===== config.mk =====
export PLATFORM = sky130hd
export DESIGN_NAME = rr_onehot_arb_8
export DESIGN_NICKNAME = d
export VERILOG_FILES = /design/src/rtl/onehot_arb_pkg.sv /design/src/rtl/rr_pick_8.sv /design/src/rtl/rr_onehot_arb_8.sv
export SDC_FILE = /design/constraint.sdc
export NUM_CORES = 1
export LEC_CHECK = 0
export ABC_AREA = 1
export CORE_ASPECT_RATIO = 1.25
export CORE_MARGIN = 2
export CORE_UTILIZATION = 40
export DETAILED_ROUTE_END_ITERATION = 16
export GPL_TIMING_DRIVEN = 0
export HOLD_SLACK_MARGIN = 0.15
export PLACE_DENSITY_LB_ADDON = 0.15
export SYNTH_ARGS = -nofsm -noshare
export SYNTH_HDL_FRONTEND = slang
export SYNTH_SLANG_ARGS = --single-unit

===== constraint.sdc =====
create_clock -name clk -period 4.5 [get_ports clk]
set_input_delay 0.9 -clock clk [delete_from_list [all_inputs] [get_ports clk]]
set_output_delay 0.9 -clock clk [all_outputs]
set_load 0.05 [all_outputs]

===== src/rtl/onehot_arb_pkg.sv =====
`default_nettype none
// ============================================================================
// Module   : onehot_arb_pkg
// Purpose  : Shared sizes and state encoding for the 8-line round-robin
//            one-hot arbiter and its pick network.
// Revision : 1.0 - initial release
// ============================================================================
package onehot_arb_pkg;

    localparam int NUM_REQ = 8;
    localparam int IDX_W   = 3;

    // Two-state handshake controller: waiting for work, or holding a grant.
    typedef enum logic [0:0] {
        ST_IDLE  = 1'b0,
        ST_GRANT = 1'b1
    } arb_state_t;

endpackage : onehot_arb_pkg
`default_nettype wire


===== src/rtl/rr_pick_8.sv =====
`default_nettype none
// ============================================================================
// Module   : rr_pick_8
// Purpose  : Combinational round-robin pick. Rotates the pending vector so
//            that ptr lands on bit 0, takes the lowest set bit, then rotates
//            the result back. Outputs are meaningless when pending_i is zero.
// Revision : 1.0 - initial release
// ============================================================================
module rr_pick_8
    import onehot_arb_pkg::*;
(
    input  logic [NUM_REQ-1:0] pending_i,
    input  logic [IDX_W-1:0]   ptr_i,
    output logic [NUM_REQ-1:0] pick_onehot_o,
    output logic [IDX_W-1:0]   pick_idx_o
);

    logic [NUM_REQ-1:0] w_rot;
    logic [NUM_REQ-1:0] w_rot_first;
    logic [IDX_W-1:0]   w_rot_idx;

    // Rotate right by ptr: w_rot[k] is the source k positions after ptr.
    // Index arithmetic is IDX_W wide, so the wrap modulo 8 is free.
    always_comb begin
        w_rot = '0;
        for (int i = 0; i < NUM_REQ; i++) begin
            w_rot[i] = pending_i[IDX_W'(i) + ptr_i];
        end
    end

    // Isolate the lowest set bit of the rotated vector (fixed priority).
    assign w_rot_first = w_rot & (~w_rot + NUM_REQ'(1));

    // Rotate the isolated bit back into source numbering.
    always_comb begin
        pick_onehot_o = '0;
        for (int i = 0; i < NUM_REQ; i++) begin
            pick_onehot_o[i] = w_rot_first[IDX_W'(i) - ptr_i];
        end
    end

    // Position of the winner in rotated space; scanning downward leaves the
    // lowest set position as the final value.
    always_comb begin
        w_rot_idx = '0;
        for (int i = NUM_REQ - 1; i >= 0; i--) begin
            if (w_rot[i]) begin
                w_rot_idx = i[IDX_W-1:0];
            end
        end
    end

    assign pick_idx_o = w_rot_idx + ptr_i;

endmodule : rr_pick_8
`default_nettype wire


===== src/rtl/rr_onehot_arb_8.sv =====
`default_nettype none
// ============================================================================
// Module   : rr_onehot_arb_8
// Purpose  : Eight-line round-robin arbiter producing a strictly one-hot
//            grant with a valid/ready handshake for the downstream encoder.
//            Requests are captured into a pending register; one pending line
//            is granted at a time and held until accepted.
// Options  : RR_ARB_REQ_EDGE_EN - when defined, only a 0->1 transition on a
//            request line creates a pending request; otherwise requests are
//            level-captured every cycle.
// Revision : 1.0 - initial release
// ============================================================================
module rr_onehot_arb_8
    import onehot_arb_pkg::*;
#(
    parameter int RESET_PTR = 0
) (
    input  logic               clk,
    input  logic               rst_n,
    input  logic [NUM_REQ-1:0] req,
    output logic [NUM_REQ-1:0] grant,
    output logic               grant_valid,
    input  logic               grant_ready,
    output logic [NUM_REQ-1:0] pending,
    output logic               busy
);

    localparam logic [IDX_W-1:0] c_reset_ptr = IDX_W'(RESET_PTR);

    arb_state_t          state_q,       state_d;
    logic [NUM_REQ-1:0]  pending_q,     pending_d;
    logic [NUM_REQ-1:0]  grant_q,       grant_d;
    logic                grant_valid_q, grant_valid_d;
    logic [IDX_W-1:0]    ptr_q,         ptr_d;
    logic [IDX_W-1:0]    grant_idx_q,   grant_idx_d;

    logic [NUM_REQ-1:0]  w_cap;
    logic [NUM_REQ-1:0]  w_clr;
    logic                w_accept;
    logic [NUM_REQ-1:0]  w_pick_onehot;
    logic [IDX_W-1:0]    w_pick_idx;

`ifdef RR_ARB_REQ_EDGE_EN
    logic [NUM_REQ-1:0]  req_q;

    // Request history for rising-edge detection.
    always_ff @(posedge clk) begin
        if (!rst_n) begin
            req_q <= '0;
        end else begin
            req_q <= req;
        end
    end

    assign w_cap = req & ~req_q;
`else
    assign w_cap = req;
`endif

    // Only the accepted grant bit is cleared; a capture on the same bit wins.
    assign w_accept  = grant_valid_q & grant_ready;
    assign w_clr     = grant_q & {NUM_REQ{w_accept}};
    assign pending_d = (pending_q & ~w_clr) | w_cap;

    rr_pick_8 u_pick (
        .pending_i     (pending_q),
        .ptr_i         (ptr_q),
        .pick_onehot_o (w_pick_onehot),
        .pick_idx_o    (w_pick_idx)
    );

    // Next-state: arbitrate only from IDLE, hold the grant until accepted.
    always_comb begin
        state_d       = state_q;
        grant_d       = grant_q;
        grant_valid_d = grant_valid_q;
        ptr_d         = ptr_q;
        grant_idx_d   = grant_idx_q;
        case (state_q)
            ST_IDLE: begin
                if (|pending_q) begin
                    grant_d       = w_pick_onehot;
                    grant_valid_d = 1'b1;
                    grant_idx_d   = w_pick_idx;
                    state_d       = ST_GRANT;
                end
            end
            ST_GRANT: begin
                if (w_accept) begin
                    ptr_d         = grant_idx_q + IDX_W'(1);
                    grant_d       = '0;
                    grant_valid_d = 1'b0;
                    state_d       = ST_IDLE;
                end
            end
            default: begin
                grant_d       = '0;
                grant_valid_d = 1'b0;
                state_d       = ST_IDLE;
            end
        endcase
    end

    // State, pending and grant registers; reset drops any outstanding grant.
    always_ff @(posedge clk) begin
        if (!rst_n) begin
            state_q       <= ST_IDLE;
            pending_q     <= '0;
            grant_q       <= '0;
            grant_valid_q <= 1'b0;
            ptr_q         <= c_reset_ptr;
            grant_idx_q   <= '0;
        end else begin
            state_q       <= state_d;
            pending_q     <= pending_d;
            grant_q       <= grant_d;
            grant_valid_q <= grant_valid_d;
            ptr_q         <= ptr_d;
            grant_idx_q   <= grant_idx_d;
        end
    end

    assign grant       = grant_q;
    assign grant_valid = grant_valid_q;
    assign pending     = pending_q;
    assign busy        = (|pending_q) | grant_valid_q;

endmodule : rr_onehot_arb_8
`default_nettype wire


# Word level (Yosys, flattened, before mapping)
# Index checks and enable logic that the tools add are counted.
[word_totals]
word_cells = 104
input_bits = 11
out_inout_bits = 18
register_bits = 24
[op_classes]
n_reduce_logical = 4
n_addsub = 18
order_cmp = 16
eq_ne = 2
muxes = 49
n_bitwise = 9
[ops]
columns = ["op", "count"]
rows = [
  ["< comparator 3 x 4 -> 1 bit, second input constant", 16],
  ["binary-select mux 1 bit (select 3 bit)", 16],
  ["bitwise AND 8 bit", 3],
  ["two-way mux 3 bit", 8],
  ["two-way mux 1 bit", 20],
  ["two-way mux 8 bit", 2],
  ["inverter 8 bit", 2],
  ["case mux 8 bit (2 select lines)", 1],
  ["adder 3 bit, first input constant", 4],
  ["subtractor 3 bit, first input constant", 4],
  ["adder 8 x 1 -> 8 bit, second input constant", 1],
  ["bitwise OR 8 bit", 1],
  ["OR reduction 8 bit", 1],
  ["adder 2 x 3 -> 3 bit, first input constant", 2],
  ["AND reduction 2 bit", 3],
  ["subtractor 1 x 3 -> 3 bit, first input constant", 2],
  ["subtractor 2 x 3 -> 3 bit, first input constant", 2],
  ["case mux 1 bit (2 select lines)", 2],
  ["adder 1 x 3 -> 3 bit, first input constant", 1],
  ["adder 3 x 1 -> 3 bit, second input constant", 1],
  ["adder 3 bit", 1],
  ["!= test 2 x 1 -> 1 bit, second input constant", 1],
  ["!= test 2 bit, second input constant", 1],
  ["bitwise AND 1 bit", 1],
  ["other kinds (2)", 2],
]

# Longest topological paths before layout
# Gate-level depths: netlist of run 1.
[depth]
depth_word = 12
depth_mapped = 20
ltp_nobuf = 17

# By module
# From an unflattened synthesis of run 1, not the netlist that was laid out.
[hier_totals]
hier_cells = 300
hier_area_um2 = 1921.8
[by_module_without_submodules]
columns = ["module", "cells_per_inst", "area_each_um2", "seq_area_each_um2", "instances"]
rows = [
  ["rr_onehot_arb_8", 130, 996.0, 480.5, 1],
  ["rr_pick_8", 170, 925.9, 0.0, 1],
]

# Least setup slack after synthesis of run 1
# No wires, ideal clock.
[synth_path]
path_type = "reg-to-reg"
from = "register ptr_q[0]"
to = "register grant_idx_q[2]"
period_less_slack_ns = 2.934
n_path_buf = 3
path_stages_with_launch = 21
setup_time_ns = 0.108
t_arrival_ns = 2.826
slack_ns = 1.566
t_required_ns = 4.392
cell_sequence = "dfxtp_1 buf_6 inv_2 buf_6 ha_1 buf_2 inv_1 nand3_1 nand2_1 o21ai_1 nand2_1 nand2_1 a21oi_1 o22ai_1 ha_1 inv_1 fa_1 xnor2_1 xor2_1 a21o_1 inv_1"
[synth_between]
elab_chain_cells = 12
word_cells_on_any_way = 32
cone_classes = "add/sub: 8; mux: 24"
[synth_rtl]
columns = ["element", "line", "rtl"]
rows = [
  ["start, declared", "rr_onehot_arb_8.sv:34", "logic [IDX_W-1:0] ptr_q, ptr_d;"],
  ["start signal, assigned", "rr_onehot_arb_8.sv:111", "ptr_q <= c_reset_ptr;"],
  ["start signal, assigned", "rr_onehot_arb_8.sv:118", "ptr_q <= ptr_d;"],
  ["adder 3 bit", "rr_pick_8.sv:27", "w_rot[i] = pending_i[IDX_W'(i) + ptr_i];"],
  ["binary-select mux 1 bit (select 3 bit)", "rr_pick_8.sv:27", ""],
  ["two-way mux 1 bit (implied by the code)", "rr_pick_8.sv:27", ""],
  ["two-way mux 3 bit (8 in series)", "rr_pick_8.sv:47", "if (w_rot[i]) begin"],
  ["adder 3 bit *", "rr_pick_8.sv:53", "assign pick_idx_o = w_rot_idx + ptr_i;"],
  ["end signal, assigned", "rr_onehot_arb_8.sv:119", "grant_idx_q <= grant_idx_d;"],
  ["end, declared", "rr_onehot_arb_8.sv:35", "logic [IDX_W-1:0] grant_idx_q, grant_idx_d;"],
]
# Every way passes the cells marked *; elsewhere a longest branch is shown, timed or not. The select of a mux whose other input is x is not followed.
# A chain may end at the register's enable or synchronous reset.

# Worst setup path after layout of run 1
[layout_path]
from = "register ptr_q[1]"
to = "register grant_idx_q[2]"
# The elaborated chain is that of the path after synthesis.

==> results of run 1 <==
-- worst register-to-register path, cell delays in order (launching register included) --
cell and delay, ps:
dfxtp_1 340, buf_2 240, inv_2 160, ha_1 300, buf_2 180, inv_1 150
nand3_1 120, nand2_1 80, o21ai_1 240, nand2_1 110, nand2_1 70, a21oi_1 60
o22ai_1 140, ha_1 170, inv_1 50, fa_1 370, xnor2_1 170, xor2_1 170
a21o_1 120, inv_1 30
-- power breakdown --
part	leakage (nW)	switching, mW	internal [mW]
logic	0.736	0.204	0.105
registers	0.198	0.0184	0.232
clock network	0.0357	0.0755	0.119
total	0.970	0.298	0.455
-- path summary, 6_finish.rpt --
| path | start | endpoint | slack (ps) |
|---|---|---|---|
| worst min-delay path | grant_idx_q[0]$_SDFFE_PN0P_ | ptr_q[0]$_SDFFE_PN0P_ | 480 |
| worst min register to register | grant_idx_q[0]$_SDFFE_PN0P_ | ptr_q[0]$_SDFFE_PN0P_ | 480 |
| worst max-delay path | ptr_q[1]$_SDFFE_PN0P_ | grant_idx_q[2]$_SDFFE_PN0P_ | 1150 |
| worst max register to register | ptr_q[1]$_SDFFE_PN0P_ | grant_idx_q[2]$_SDFFE_PN0P_ | 1150 |
-- layer usage --
layer | up-vias | GRT usage, %
li1 | 992 | -
met1 | 846 | 26.6
met2 | 49 | 33.6
met3 | 11 | 2.01
met4 | 0 | 10.0
met5 | - | 0
-- placed cells by master, fill, tap and decap left out, drive strengths merged --
cell type      count
dfxtp             24
clkbuf             5
nand2             96
o31ai              1
nand3             50
nor2              23
bufinv             1
ha                 4
o21ai             11
or4                1
xor2               3
fa                 1
xnor2              5
nand4              2
buf                8
clkdlybuf4s50     27
o22ai              1
nor4               1
a21o               1
inv               17
a21oi             31
-- registers in the layout (all words and copies together) (netlist names) --
name         flops
grant_valid      1
state_q          1
grant_idx_q      3
pending          8
ptr_q            3
grant            8
-- layout make-up --
cell class / instances / area (um2) / share of cell area, %
plain buffers: 10 / 67.6 / 3.08
inverters: 17 / 63.8 / 2.90
clock buffers: 3 / 41.3 / 1.88
multi-input cells: 231 / 1170 / 53.3
repair buffers: 27 / 270 / 12.3
well taps: 58 / 72.6 / 3.30
flip-flops and latches: 24 / 480 / 21.9
clock inverters: 1 / 30.0 / 1.37
-- metrics by stage --
step	util, %	cells	hold WS, ps	total power, mW
after floorplan	-	282	434	0.480
after global placement	48.8	367	458	0.561
final	50.4	371	484	0.753
after global routing	50.4	371	514	0.801
after CTS	50.4	371	483	0.755
after detailed placement	48.8	367	466	0.562
-- kinds of logic (layout without fill, tap and decap cells) --
logic type / Yosys count / after routing / synth area share (%)
AOI/OAI and AO/OA: 45 / 45 / 13.4
DFF: 24 / 24 / 26.9
buffers and inverters: 27 / 58 / 7.37
and+or+nand+nor: 173 / 173 / 43.2
xor gates and xnor gates: 8 / 8 / 5.19
adders and majority gates: 5 / 5 / 3.93
==> run metrics, run 1 <==
first-pass GRT wire length=~8.1 mm; Vias=roughly 1900; pre-CTS setup slack=1140 ps; Root Buffer=clkbuf_8; synth cell count leaders=nand2_1 (89), nand3_1 (50), a21oi_1 (29); Pleak=0.970 nW; Tmin final=between 3000 and 4000 ps; status=complete, no violations; # diodes=0; Layout Skew=6.41 ps; top cells by area, synth=dfxtp_1 (27%), nand2_1 (19%), nand3_1 (14%); mapped cell area=1780 um2; syn_nets=around 300; Setup WS post-layout=about 1100 ps; post-synthesis sequential area ratio=about 27%; library cells used by synthesis=31; clock tree buffer depth=2; CTS tree=yes; Detailed Route Iter0 Violations=93; Avg WL per Cell=13.2 um; Post-CTS Setup Bufs=0; TritonCTS Buffers=3; DR DRC count=0; Hold WC Path Type=reg2reg; Worst Path Class, Setup=reg2reg; total wire length=roughly 5 mm; Yosys warning count=0; num rows=27; post-cts hold buffer count=0; area added between synthesis and finish=23.2%; critical path's slowest cell=fa_1; die width=~64 um; Via-to-Cell Ratio=slightly above 5; Port Buf Inserts=27; antenna-violating nets left=0; initial antenna violation count=0; Critical Path AT=about 3500 ps; Yosys top cell by area=dfxtp_1; largest net degree at the start of global routing=15; #FFs+latches synth=24; CP Capture Type=flip-flop; clock sinks=24; TNS Setup=0 ps; Worst R2R Path Depth=19; top-count cell post-synth=nand2_1; max incr delay on CP=~370 ps; maximum resistive drop on vdd=0.000176 V; Min-Delay Path Depth=1; Reg clk slew, reported paths=roughly 90 ps; CP startpoint kind=flip-flop; crit-path cells=buf_2 -> inv_2 -> ha_1 -> buf_2 -> inv_1 -> nand3_1 -> nand2_1 -> o21ai_1 -> nand2_1 -> nand2_1 -> a21oi_1 -> o22ai_1 -> ha_1 -> inv_1 -> fa_1 -> xnor2_1 -> xor2_1 -> a21o_1 -> inv_1; setup violators final=0; worst slew pin tran=602 ps; Max-Slew Margin vs Limit=between 50% and 60%; Final Cycle Share=approximately 75%; Starting Density=roughly two fifths; fmax=roughly 300 MHz; met3 routed wirelength=154 um; DP HPWL=~3.8 mm; routability-driven placement congestion ratio=about 0.91; RSZ-0062 raised after global routing=false; number of gates resized after CTS=0; Critical Path RT=about 4700 ps; length of routed wiring on met1=2.32 mm; Post-synth EDFFs=0; global route total overflow=0; syn avg cell area=6.32 um2; final max-slew violation count=0; crit-path max FO=11; pwr dens=roughly 340 nW/um2; Pre-antenna DRT Iters=4; Core Box Area=around 4400 um2; Placed Instance Area=between 2000 and 2500 um2; Worst path depth=19; H-tree Lvls=1; Die ar.=about 5000 um2; Post-Synthesis Cells=between 200 and 300; vias in the first global route=between 1500 and 2000; post-synthesis async set-or-reset flop share=0%; max cap viols=0; prevailing post-synth register cell=dfxtp_1; Clock Latency Late Sink=about 280 ps; final hold viol count=0; fillers=between 400 and 500; final instance area=around 2200 um2; delay-heaviest family, CP=adder cells; DR top layer=met4; Die Span Y=between 70 and 80 um; fraction of layout cells with a size suffix above 1=8.95%; met2 routed WL=approximately 2.3 mm; I/O pins=29; worst path bufs/invs=6; GRT Overall Usage=roughly a fifth; NumNets Final=330; top cell type's share of synthesized area=26.9%
Power figures use the tool's default switching activity.
==> run 2: changes to the inputs <==
==> constraint.sdc (replaced) <==
create_clock -name clk -period 3.3 [get_ports clk]
set_input_delay 0.66 -clock clk [delete_from_list [all_inputs] [get_ports clk]]
set_output_delay 0.66 -clock clk [all_outputs]
set_load 0.05 [all_outputs]
==> run 2 against run 1 <==
Effect of this change:
- global-route usage unchanged
- fmax up 8.2%
- total power up 39%
- critical endpoint unchanged
==> run metrics, run 2 (synthesized netlist as in run 1, its figures left out) <==
Internal Power=0.632 mW; worst r2r src=ptr_q[0]$_SDFFE_PN0P_; share of total power in sequential cells=roughly a third; Reg clk slew, reported paths=around 90 ps; fillers=437; TritonCTS Buffers=3; Worst Path Class, Setup=reg2reg; worst slew pin tran=just over 600 ps; switching share of power=between 30% and 40%; cell mode on critical path=buf_6; Pre-antenna DRT Iters=4; DP HPWL=~3.8 mm; H-tree Lvls=1; setup violators final=0; # diodes=0; Starting Density=40.9%; Critical Path AT=about 3300 ps; largest net degree at the start of global routing=15; final max-slew violation count=0; vias in the first global route=about 1800; max incr delay on CP=360 ps; commonest non-fill, non-tap cell in the layout=nand2_1; clock sinks=24; Logic pwr share=between 40% and 50%; maximum resistive drop on vdd=approximately 0.00024 V; max cap viols=0; Clock Latency Late Sink=between 200 and 300 ps; fraction of layout cells with a size suffix above 1=about an eighth; die width=about 64 um; Min-Delay Path Depth=1; crit-path max FO=10; Hold WC Path Type=reg2reg; CTS tree=yes; Via-to-Cell Ratio=just over 5; DR DRC count=0; Avg WL per Cell=about 13 um; GRT Overall Usage=approximately a fifth; Worst R2R Setup Slack=200 ps; Final Cycle Share=approximately 94%; Port Buf Inserts=27; clock tree buffer depth=2; worst path bufs/invs=7; TNS Setup=0 ps; Die Span Y=slightly below 80 um; delay-heaviest family, CP=adder cells; post-cts hold buffer count=0; NumNets Final=333; routability-driven placement congestion ratio=0.906; Worst R2R Path Depth=20; Hold Crit Start=grant_idx_q[0]$_SDFFE_PN0P_; Root Buffer=clkbuf_8; Tmin final=roughly 3100 ps; Core Box Area=about 4400 um2; CP Capture Type=flip-flop; Detailed Route Iter0 Violations=92; fmax=323 MHz; crit-path cells=buf_6 -> inv_2 -> buf_6 -> ha_1 -> buf_6 -> inv_2 -> nand3_1 -> nand2_2 -> o21ai_2 -> nand2_1 -> nand2_1 -> a21oi_1 -> o22ai_1 -> ha_2 -> inv_1 -> fa_2 -> xnor2_1 -> xor2_1 -> a21o_1 -> inv_1; CP startpoint kind=flip-flop; global route total overflow=0; pwr dens=466 nW/um2; critical path's slowest cell=dfxtp_2; Final Util=51.4%; Reg area=between 400 and 500 um2; Die ar.=about 5000 um2; initial antenna violation count=0; RSZ-0062 raised after global routing=false; WHS Endpoint=ptr_q[0]$_SDFFE_PN0P_; Inst Count DP=~370; most frequent cells in the layout=nand2_1 (88), nand3_1 (50), a21oi_1 (29); R2R Path End=grant_idx_q[2]$_SDFFE_PN0P_; overall power=1.04 mW; I/O pins=29; status=complete, no violations; Max-Slew Margin vs Limit=roughly three fifths; total wire length=approximately 5.0 mm; clock power share=about a quarter; antenna-violating nets left=0; Critical Path RT=3490 ps; sw power=0.411 mW; final hold viol count=0; Pleak=between 0.9 and 1 nW; Vias=about 1900; area added between synthesis and finish=25.7%; fin cells=374; Layout Skew=between 8 and 9 ps; num rows=27; WHS=480 ps; first-pass GRT wire length=a little over 8 mm; area of the multi-input gates=around 1200 um2
## run 2: final cells by class
type / count / share of cell area, %
multi-input combinational: 231 / 52.8
sequential: 24 / 21.5
timing repair buffer: 30 / 13.1
buffer: 10 / 3.41
tap: 58 / 3.24
inverter: 17 / 2.85
clock buffer: 3 / 1.84
clock inverter: 1 / 1.34
## run 2: worst max path at each step
stage                          startpoint                          end  slack, ps  depth (start not counted)
global route        ptr_q[0]$_SDFFE_PN0P_  grant_idx_q[2]$_SDFFE_PN0P_         10                         20
finish              ptr_q[0]$_SDFFE_PN0P_  grant_idx_q[2]$_SDFFE_PN0P_        200                         20
CTS                 ptr_q[0]$_SDFFE_PN0P_  grant_idx_q[2]$_SDFFE_PN0P_         60                         20
floorplan           ptr_q[0]$_SDFFE_PN0P_  grant_idx_q[2]$_SDFFE_PN0P_        370                         20
global placement    ptr_q[1]$_SDFFE_PN0P_  grant_idx_q[2]$_SDFFE_PN0P_       -110                         19
detailed placement  ptr_q[1]$_SDFFE_PN0P_  grant_idx_q[2]$_SDFFE_PN0P_        -60                         19
## run 2: power groups by stage
| stage | clock network [mW] | registers (mW) | logic, mW |
|---|---|---|---|
| 5_1_grt | 0.283 | 0.345 | 0.482 |
| 4_1_cts | 0.268 | 0.341 | 0.424 |
| 6_report | 0.265 | 0.341 | 0.438 |
| 2_1_floorplan | 0 | 0.402 | 0.252 |
| 3_5_place_dp | 0 | 0.347 | 0.419 |
| 3_3_place_gp | 0 | 0.347 | 0.418 |
## run 2: stage by stage
stage / cell area, um2 / setup slack [ps]
after global placement: 2130 / -106
after floorplan: 1780 / 366
after detailed placement: 2130 / -63.9
after CTS: 2200 / 59.8
final: 2240 / 201
after global routing: 2240 / 9.91
## run 2: per-layer routing
layer  track usage (%)  vias to the layer above  share of wire [%]
met4              10.0                        0                3.0
met1              26.6                      863                 47
li1                  -                      999                  -
met2              33.6                       45                 47
met3              2.01                       11                3.1
met5                 0                        -                  0
## run 2: what timing repair did
item | CTS | global route
pin swaps | 0 | 4
setup buffers | 0 | 3
endpoints found under the setup margin | 1 | 1
gates resized for setup | 3 | 7
